**src/rtl/decode_pkg.sv**
```systemverilog
// Shared decode definitions: opselect encodings, instruction field layout and widths.
// Used by decode_issue (build option DECODE_BYPASS_EN) and its regfile.
package decode_pkg;

    localparam int INSTR_W = 32;
    localparam int CTRL_W  = 7;
    localparam int REG_AW  = 3;
    localparam int IMM_W   = 16;

    localparam int OPSEL_LSB  = 29;
    localparam int OPER_LSB   = 26;
    localparam int IMMSEL_BIT = 25;
    localparam int DEST_LSB   = 22;
    localparam int RS1_LSB    = 19;
    localparam int RS2_LSB    = 16;
    localparam int IMM_LSB    = 0;

    typedef enum logic [2:0] {
        OP_ARITH_LOGIC = 3'b000,
        OP_SHIFT_REG   = 3'b001,
        OP_MEM_READ    = 3'b010,
        OP_MEM_WRITE   = 3'b011
    } opsel_e;

    // Field order mirrors the bit positions above, MSB first.
    typedef struct packed {
        opsel_e             opselect;
        logic [2:0]         operation;
        logic               imm_sel;
        logic [REG_AW-1:0]  dest;
        logic [REG_AW-1:0]  rs1;
        logic [REG_AW-1:0]  rs2;
        logic [IMM_W-1:0]   imm;
    } instr_t;

    function automatic logic isLegal(input logic [2:0] opsel);
        return ~opsel[2];
    endfunction

endpackage

```
**src/rtl/decode_issue_regfile.sv**
```systemverilog
// Register file with r0 hard-wired to zero: two combinational reads, one synchronous write.
module regfile
    import decode_pkg::*;
#(
    parameter int DATA_W = 32,
    parameter int NREG   = 8
) (
    input  logic              clk_i,
    input  logic              rst_i,
    input  logic              we_i,
    input  logic [REG_AW-1:0] waddr_i,
    input  logic [DATA_W-1:0] wdata_i,
    input  logic [REG_AW-1:0] raddr1_i,
    input  logic [REG_AW-1:0] raddr2_i,
    output logic [DATA_W-1:0] rdata1_o,
    output logic [DATA_W-1:0] rdata2_o
);

    logic [DATA_W-1:0] regs_q [NREG];

    always_ff @(posedge clk_i) begin
        if (rst_i) begin
            for (int i = 0; i < NREG; i++) begin
                regs_q[i] <= '0;
            end
        end else if (we_i && (waddr_i != '0)) begin
            regs_q[waddr_i] <= wdata_i;
        end
    end

    assign rdata1_o = (raddr1_i == '0) ? '0 : regs_q[raddr1_i];
    assign rdata2_o = (raddr2_i == '0) ? '0 : regs_q[raddr2_i];

endmodule

```
**src/rtl/decode_issue.sv**
```systemverilog
// Decode/issue stage with a busy-bit scoreboard guarding RAW and WAW hazards.
// Define DECODE_BYPASS_EN to let a same-cycle writeback satisfy a waiting instruction.
module decode_issue
    import decode_pkg::*;
#(
    parameter int DATA_W = 32,
    parameter int NREG   = 8
) (
    input  logic               clock,
    input  logic               reset,
    input  logic               enable_decode,
    input  logic               instr_valid,
    input  logic [INSTR_W-1:0] instr,
    output logic               instr_ready,
    input  logic               wb_en,
    input  logic [REG_AW-1:0]  wb_addr,
    input  logic [DATA_W-1:0]  wb_data,
    output logic [DATA_W-1:0]  src1,
    output logic [DATA_W-1:0]  src2,
    output logic [IMM_W-1:0]   imm,
    output logic [CTRL_W-1:0]  control_in,
    output logic [REG_AW-1:0]  dest_out,
    output logic               enable_ex,
    output logic               illegal_op
);

    instr_t            dec;
    logic              legal, isStore, usesRs2, writesDest;
    logic              wbActive, hazard, accept, issue;
    logic [NREG-1:0]   busy_q, busy_d, busyEff;
    logic [DATA_W-1:0] rdata1, rdata2, operand1, operand2;
    logic [DATA_W-1:0] src1_q, src2_q;
    logic [IMM_W-1:0]  imm_q;
    logic [CTRL_W-1:0] control_q;
    logic [REG_AW-1:0] dest_q;
    logic              enableEx_q, illegalOp_q;

    assign dec        = instr;
    assign legal      = isLegal(dec.opselect);
    assign isStore    = (dec.opselect == OP_MEM_WRITE);
    assign usesRs2    = ~dec.imm_sel | isStore;
    assign writesDest = legal & ~isStore & (dec.dest != '0);
    assign wbActive   = wb_en & ~reset;

    regfile #(.DATA_W(DATA_W), .NREG(NREG)) u_regfile (
        .clk_i    (clock),
        .rst_i    (reset),
        .we_i     (wbActive),
        .waddr_i  (wb_addr),
        .wdata_i  (wb_data),
        .raddr1_i (dec.rs1),
        .raddr2_i (dec.rs2),
        .rdata1_o (rdata1),
        .rdata2_o (rdata2)
    );

    // With bypass, a register being written back this cycle is treated as ready
    // and its operand is taken straight from the writeback bus.
    always_comb begin
        busyEff  = busy_q;
        operand1 = rdata1;
        operand2 = rdata2;
`ifdef DECODE_BYPASS_EN
        if (wbActive) begin
            busyEff[wb_addr] = 1'b0;
            if ((wb_addr != '0) && (wb_addr == dec.rs1)) operand1 = wb_data;
            if ((wb_addr != '0) && (wb_addr == dec.rs2)) operand2 = wb_data;
        end
`endif
    end

    assign hazard      = busyEff[dec.rs1] | (usesRs2 & busyEff[dec.rs2])
                       | (writesDest & busyEff[dec.dest]);
    assign instr_ready = enable_decode & ~reset & ~hazard;
    assign accept      = instr_valid & instr_ready;
    assign issue       = accept & legal;

    // Set after clear so an issue claiming the register being written back wins.
    always_comb begin
        busy_d = busy_q;
        if (wbActive) busy_d[wb_addr] = 1'b0;
        if (issue && writesDest) busy_d[dec.dest] = 1'b1;
        busy_d[0] = 1'b0;
    end

    always_ff @(posedge clock) begin
        if (reset) begin
            busy_q      <= '0;
            src1_q      <= '0;
            src2_q      <= '0;
            imm_q       <= '0;
            control_q   <= '0;
            dest_q      <= '0;
            enableEx_q  <= 1'b0;
            illegalOp_q <= 1'b0;
        end else begin
            busy_q      <= busy_d;
            enableEx_q  <= issue;
            illegalOp_q <= accept & ~legal;
            if (issue) begin
                src1_q    <= operand1;
                src2_q    <= operand2;
                imm_q     <= dec.imm;
                control_q <= {dec.opselect, dec.operation, dec.imm_sel};
                dest_q    <= dec.dest;
            end
        end
    end

    // Outputs read zero for the whole reset window, not just after the first edge.
    assign src1       = reset ? '0 : src1_q;
    assign src2       = reset ? '0 : src2_q;
    assign imm        = reset ? '0 : imm_q;
    assign control_in = reset ? '0 : control_q;
    assign dest_out   = reset ? '0 : dest_q;
    assign enable_ex  = ~reset & enableEx_q;
    assign illegal_op = ~reset & illegalOp_q;

endmodule

```
**config.mk**
```make
export PLATFORM = sky130hd
export DESIGN_NAME = decode_issue
export DESIGN_NICKNAME = d
export VERILOG_FILES = /design/src/rtl/decode_pkg.sv /design/src/rtl/decode_issue_regfile.sv /design/src/rtl/decode_issue.sv
export SDC_FILE = /design/constraint.sdc
export NUM_CORES = 1
export LEC_CHECK = 0
export BUFFER_PORTS_ARGS = -buffer_cell sky130_fd_sc_hd__buf_2
export CAP_MARGIN = 20
export CELL_PAD_IN_SITES_DETAIL_PLACEMENT = 0
export CELL_PAD_IN_SITES_GLOBAL_PLACEMENT = 1
export CORE_MARGIN = 10
export CORE_UTILIZATION = 45
export CTS_CLUSTER_SIZE = 25
export DETAILED_ROUTE_END_ITERATION = 16
export PLACE_DENSITY_LB_ADDON = 0.25
export SLEW_MARGIN = 25
export SYNTH_ARGS = -nofsm -noshare
export SYNTH_HDL_FRONTEND = slang
export SYNTH_SLANG_ARGS = --single-unit
```
**constraint.sdc**
```tcl
create_clock -name clock -period 3.19 [get_ports clock]
set_input_delay 0.319 -clock clock [delete_from_list [all_inputs] [get_ports clock]]
set_output_delay 0.319 -clock clock [all_outputs]
set_load 0.02 [all_outputs]
```
==> flow_metrics.tcl <==
set metrics [dict create \
    run_status "complete, no violations" \
    first_pass_iters 5 \
    post_cts_buffers 0 \
    vias 10387 \
    rsz0062_at_grt "false" \
    utilization_pct 52.24 \
    rr_endpoint "src1_q[19]$_SDFFE_PP0P_" \
    finClkSkew_ns 0.01054 \
    r2r_start "busyEff[1]$_SDFF_PP0_" \
    dpl.hpwl_um 25200 \
    fin_tns_setup_ns 0 \
    cts_made_buffers 37 \
    hold_viol 0 \
    p_leak_uw 0.007275 \
    grt_antenna_before_repair 4 \
    synth-edff-count 224 \
    synthArstFlopShare_pct 0 \
    routabilityCongestion 0.7935 \
    holdPathStages 2 \
    finalCriticalPeriod_ns 2.627 \
    drv_cap 0 \
    wl_um 44120 \
    grt_max_degree 65 \
    coreArea_sq_mm 0.03557 \
    design.die.area_sq_mm 0.04403 \
    hold_class "input port to flip-flop" \
    reg2regPathDepth 6 \
    cts_resized 0 \
    cp_max_fo 4 \
    cp.arrival_ns 2.31 \
    fmax_ghz 0.3806 \
    cp_data_required_time_ns 2.87 \
    crit_path_end_kind "output port" \
    drt-wirelength-per-cell_um 23.51 \
    path_cells "mux2_4 -> a221o_1 -> and4_4 -> a211oi_1 -> buf_2" \
    cts_tree "done" \
    start_kind "flip-flop" \
    ctsLongestPathBuffers 3 \
    drive_gt1_share_pct 30.74 \
    reg2reg_setup_slack_ns 0.59 \
    htree_num_levels 2 \
    overflow 0 \
    multi_input_area_sq_mm 0.006912 \
    final-seq-area_sq_mm 0.008708 \
    yosys-top-cells-count "and2_1 (224), edfxtp_1 (224), dfxtp_1 (99), nor2b_1 (76), nand2_1 (75)" \
    fill_cells 3099 \
    ios 165 \
    final_max_slew_viol_count 0 \
    finalHoldWorstSlack_ns 0.02316 \
    max_stage_delay_ns 0.38 \
    worst_pin_slew_ns 0.8592 \
    port_buffers 164 \
    synth_top_cell_by_area "edfxtp_1" \
    crit_buf_inv 1 \
    peakVddDrop_uv 338.7 \
    slew_headroom_pct 42.72 \
    synth_cells 1248 \
    gr-usage-all-layers_pct 19.73 \
    clock-sinks 323 \
    yosys_warnings 0 \
    crit_family "compound AO/OA/AOI/OAI gates" \
    cts-root-buf "clkbuf_16" \
    final-setup-viol-count 0 \
    synth.avg_cell_area_sq_um 13.00 \
    holdBufCountCts 0 \
    netlist_area_sq_mm 0.01622 \
    dieWidth_um 209.8 \
    area_growth_pct 14.57 \
    synth.area.top_cells "edfxtp_1 (41%), dfxtp_1 (12%), mux4_2 (8.9%)" \
    p_per_area_mw_per_mm2 527.0 \
    cpMaxStageDelayCell "a211oi_1" \
    postRouteAntennaNets 0 \
    grt_pass1_vias 10740 \
    row_count 69 \
    synthDistinctLibCells 43 \
    syn-num-nets 1320 \
    path_clk_slew_ns 0.06 \
    die_h_um 209.8 \
    initial_core_util_pct 45.60 \
    fin_crit_sh_pct 82.36 \
    dr.first_iter.drc_count 747 \
    grt_pass1_wl_um 66790 \
    path_class "flip-flop to output port" \
    yosysSeqAreaShare_pct 53.70 \
    vias_per_cell 5.534 \
    drc_errors 0 \
    holdCritStartpoint "instr[26]" \
    ys_ff_latch 323 \
    final_nets 1455 \
    clkLatencyLatePin_ns 0.52 \
    ys.flop_type "edfxtp_1" \
    synth_top_cell_area_share_pct 41.48 \
    holdPathEnd "control_q[1]$_SDFFE_PP0P_" \
]
[cell type report]
class / instances / share of cell area [%]
multi-input combinational: 797 / 37.20
sequential: 323 / 46.87
timing repair buffer: 195 / 6.061
inverter: 29 / 0.5859
clock inverter: 5 / 0.2828
tap: 461 / 3.104
clock buffer: 63 / 5.845
antenna: 4 / 0.05387
[cells in the final DEF, fill, tap and decap left out, types with 2 or more instances in the layout]
cell type	count
and2_1	224
edfxtp_1	224
buf_2	160
dfxtp_1	99
nor2b_1	75
nand2_1	75
mux2_4	69
mux4_2	64
mux2_2	47
o21ai_0	47
mux2i_1	46
a22oi_1	45
a21oi_1	40
clkbuf_16	39
buf_4	30
inv_1	29
clkbuf_1	22
a211oi_1	21
nor2_1	6
buf_12	5
diode_2	4
nand3b_1	3
nor3b_1	2
nand2b_1	2
nand3_1	2
nor4b_2	2
nor3_2	2
nor3b_2	2
or2_2	2
and3_1	2
o22ai_1	2
clkinv_2	2
clkbuf_8	2
[sequential cells by signal, summed over array words and instances, names as in the netlist]
register,flops
src2_q,32
enableEx_q,1
src1_q,32
imm_q,16
dest_q,3
illegalOp_q,1
control_q,7
u_regfile.regs_q,224
busyEff,7
[worst register-to-register path: stages (launching register included)]
cell	delay, ns
dfxtp_1	0.34
mux2_4	0.27
a221o_1	0.34
and4_4	0.20
a2111oi_4	0.47
buf_12	0.44
mux2_2	0.41
[power breakdown]
| part | switching, uW | internal [uW] |
|---|---|---|
| Sequential | 92.6 | 4700 |
| Clock | 1620 | 2390 |
| Combinational | 551 | 429 |
| Total | 2270 | 7530 |
[stage by stage]
stage	cell area [sq um]	power, uW	setup slack, ns	instances
floorplan	16220	5519	0.8184	1248
finish	18580	9791	0.5627	1877
CTS	18570	9883	0.5822	1873
global placement	17430	5844	0.4469	1805
global route	18570	10140	0.4836	1874
detailed placement	17430	5870	0.4485	1805
[routing by layer]
metal	part of all wire [%]	wire, um	global-route usage, %
met1	44	19580	26.12
met2	48	21050	32.77
met3	5.7	2508	3.192
met4	2.2	968	5.532
met5	0.027	12	0
[cell families (layout without fill, tap and decap cells)]
group,Yosys count,count (layout),share of synthesized area (%)
AOI/OAI and AO/OA,166,166,6.565
buffers and inverters,128,292,3.919
DFF,323,323,53.70
muxes,226,226,21.38
other,0,4,0
and+or+nand+nor,405,405,14.44
[worst max-delay path by stage]
stage,from,endpoint,slack (ns),cells after the start
floorplan,instr[17],control_q[0]$_SDFFE_PP0P_,0.82,8
global placement,instr[17],src1_q[19]$_SDFFE_PP0P_,0.45,7
detailed placement,instr[17],src1_q[19]$_SDFFE_PP0P_,0.45,7
CTS,busyEff[1]$_SDFF_PP0_,instr_ready,0.58,5
global route,busyEff[1]$_SDFF_PP0_,src1_q[19]$_SDFFE_PP0P_,0.48,6
finish,busyEff[1]$_SDFF_PP0_,instr_ready,0.56,5
No activity file was read; power rests on OpenSTA's default activity.
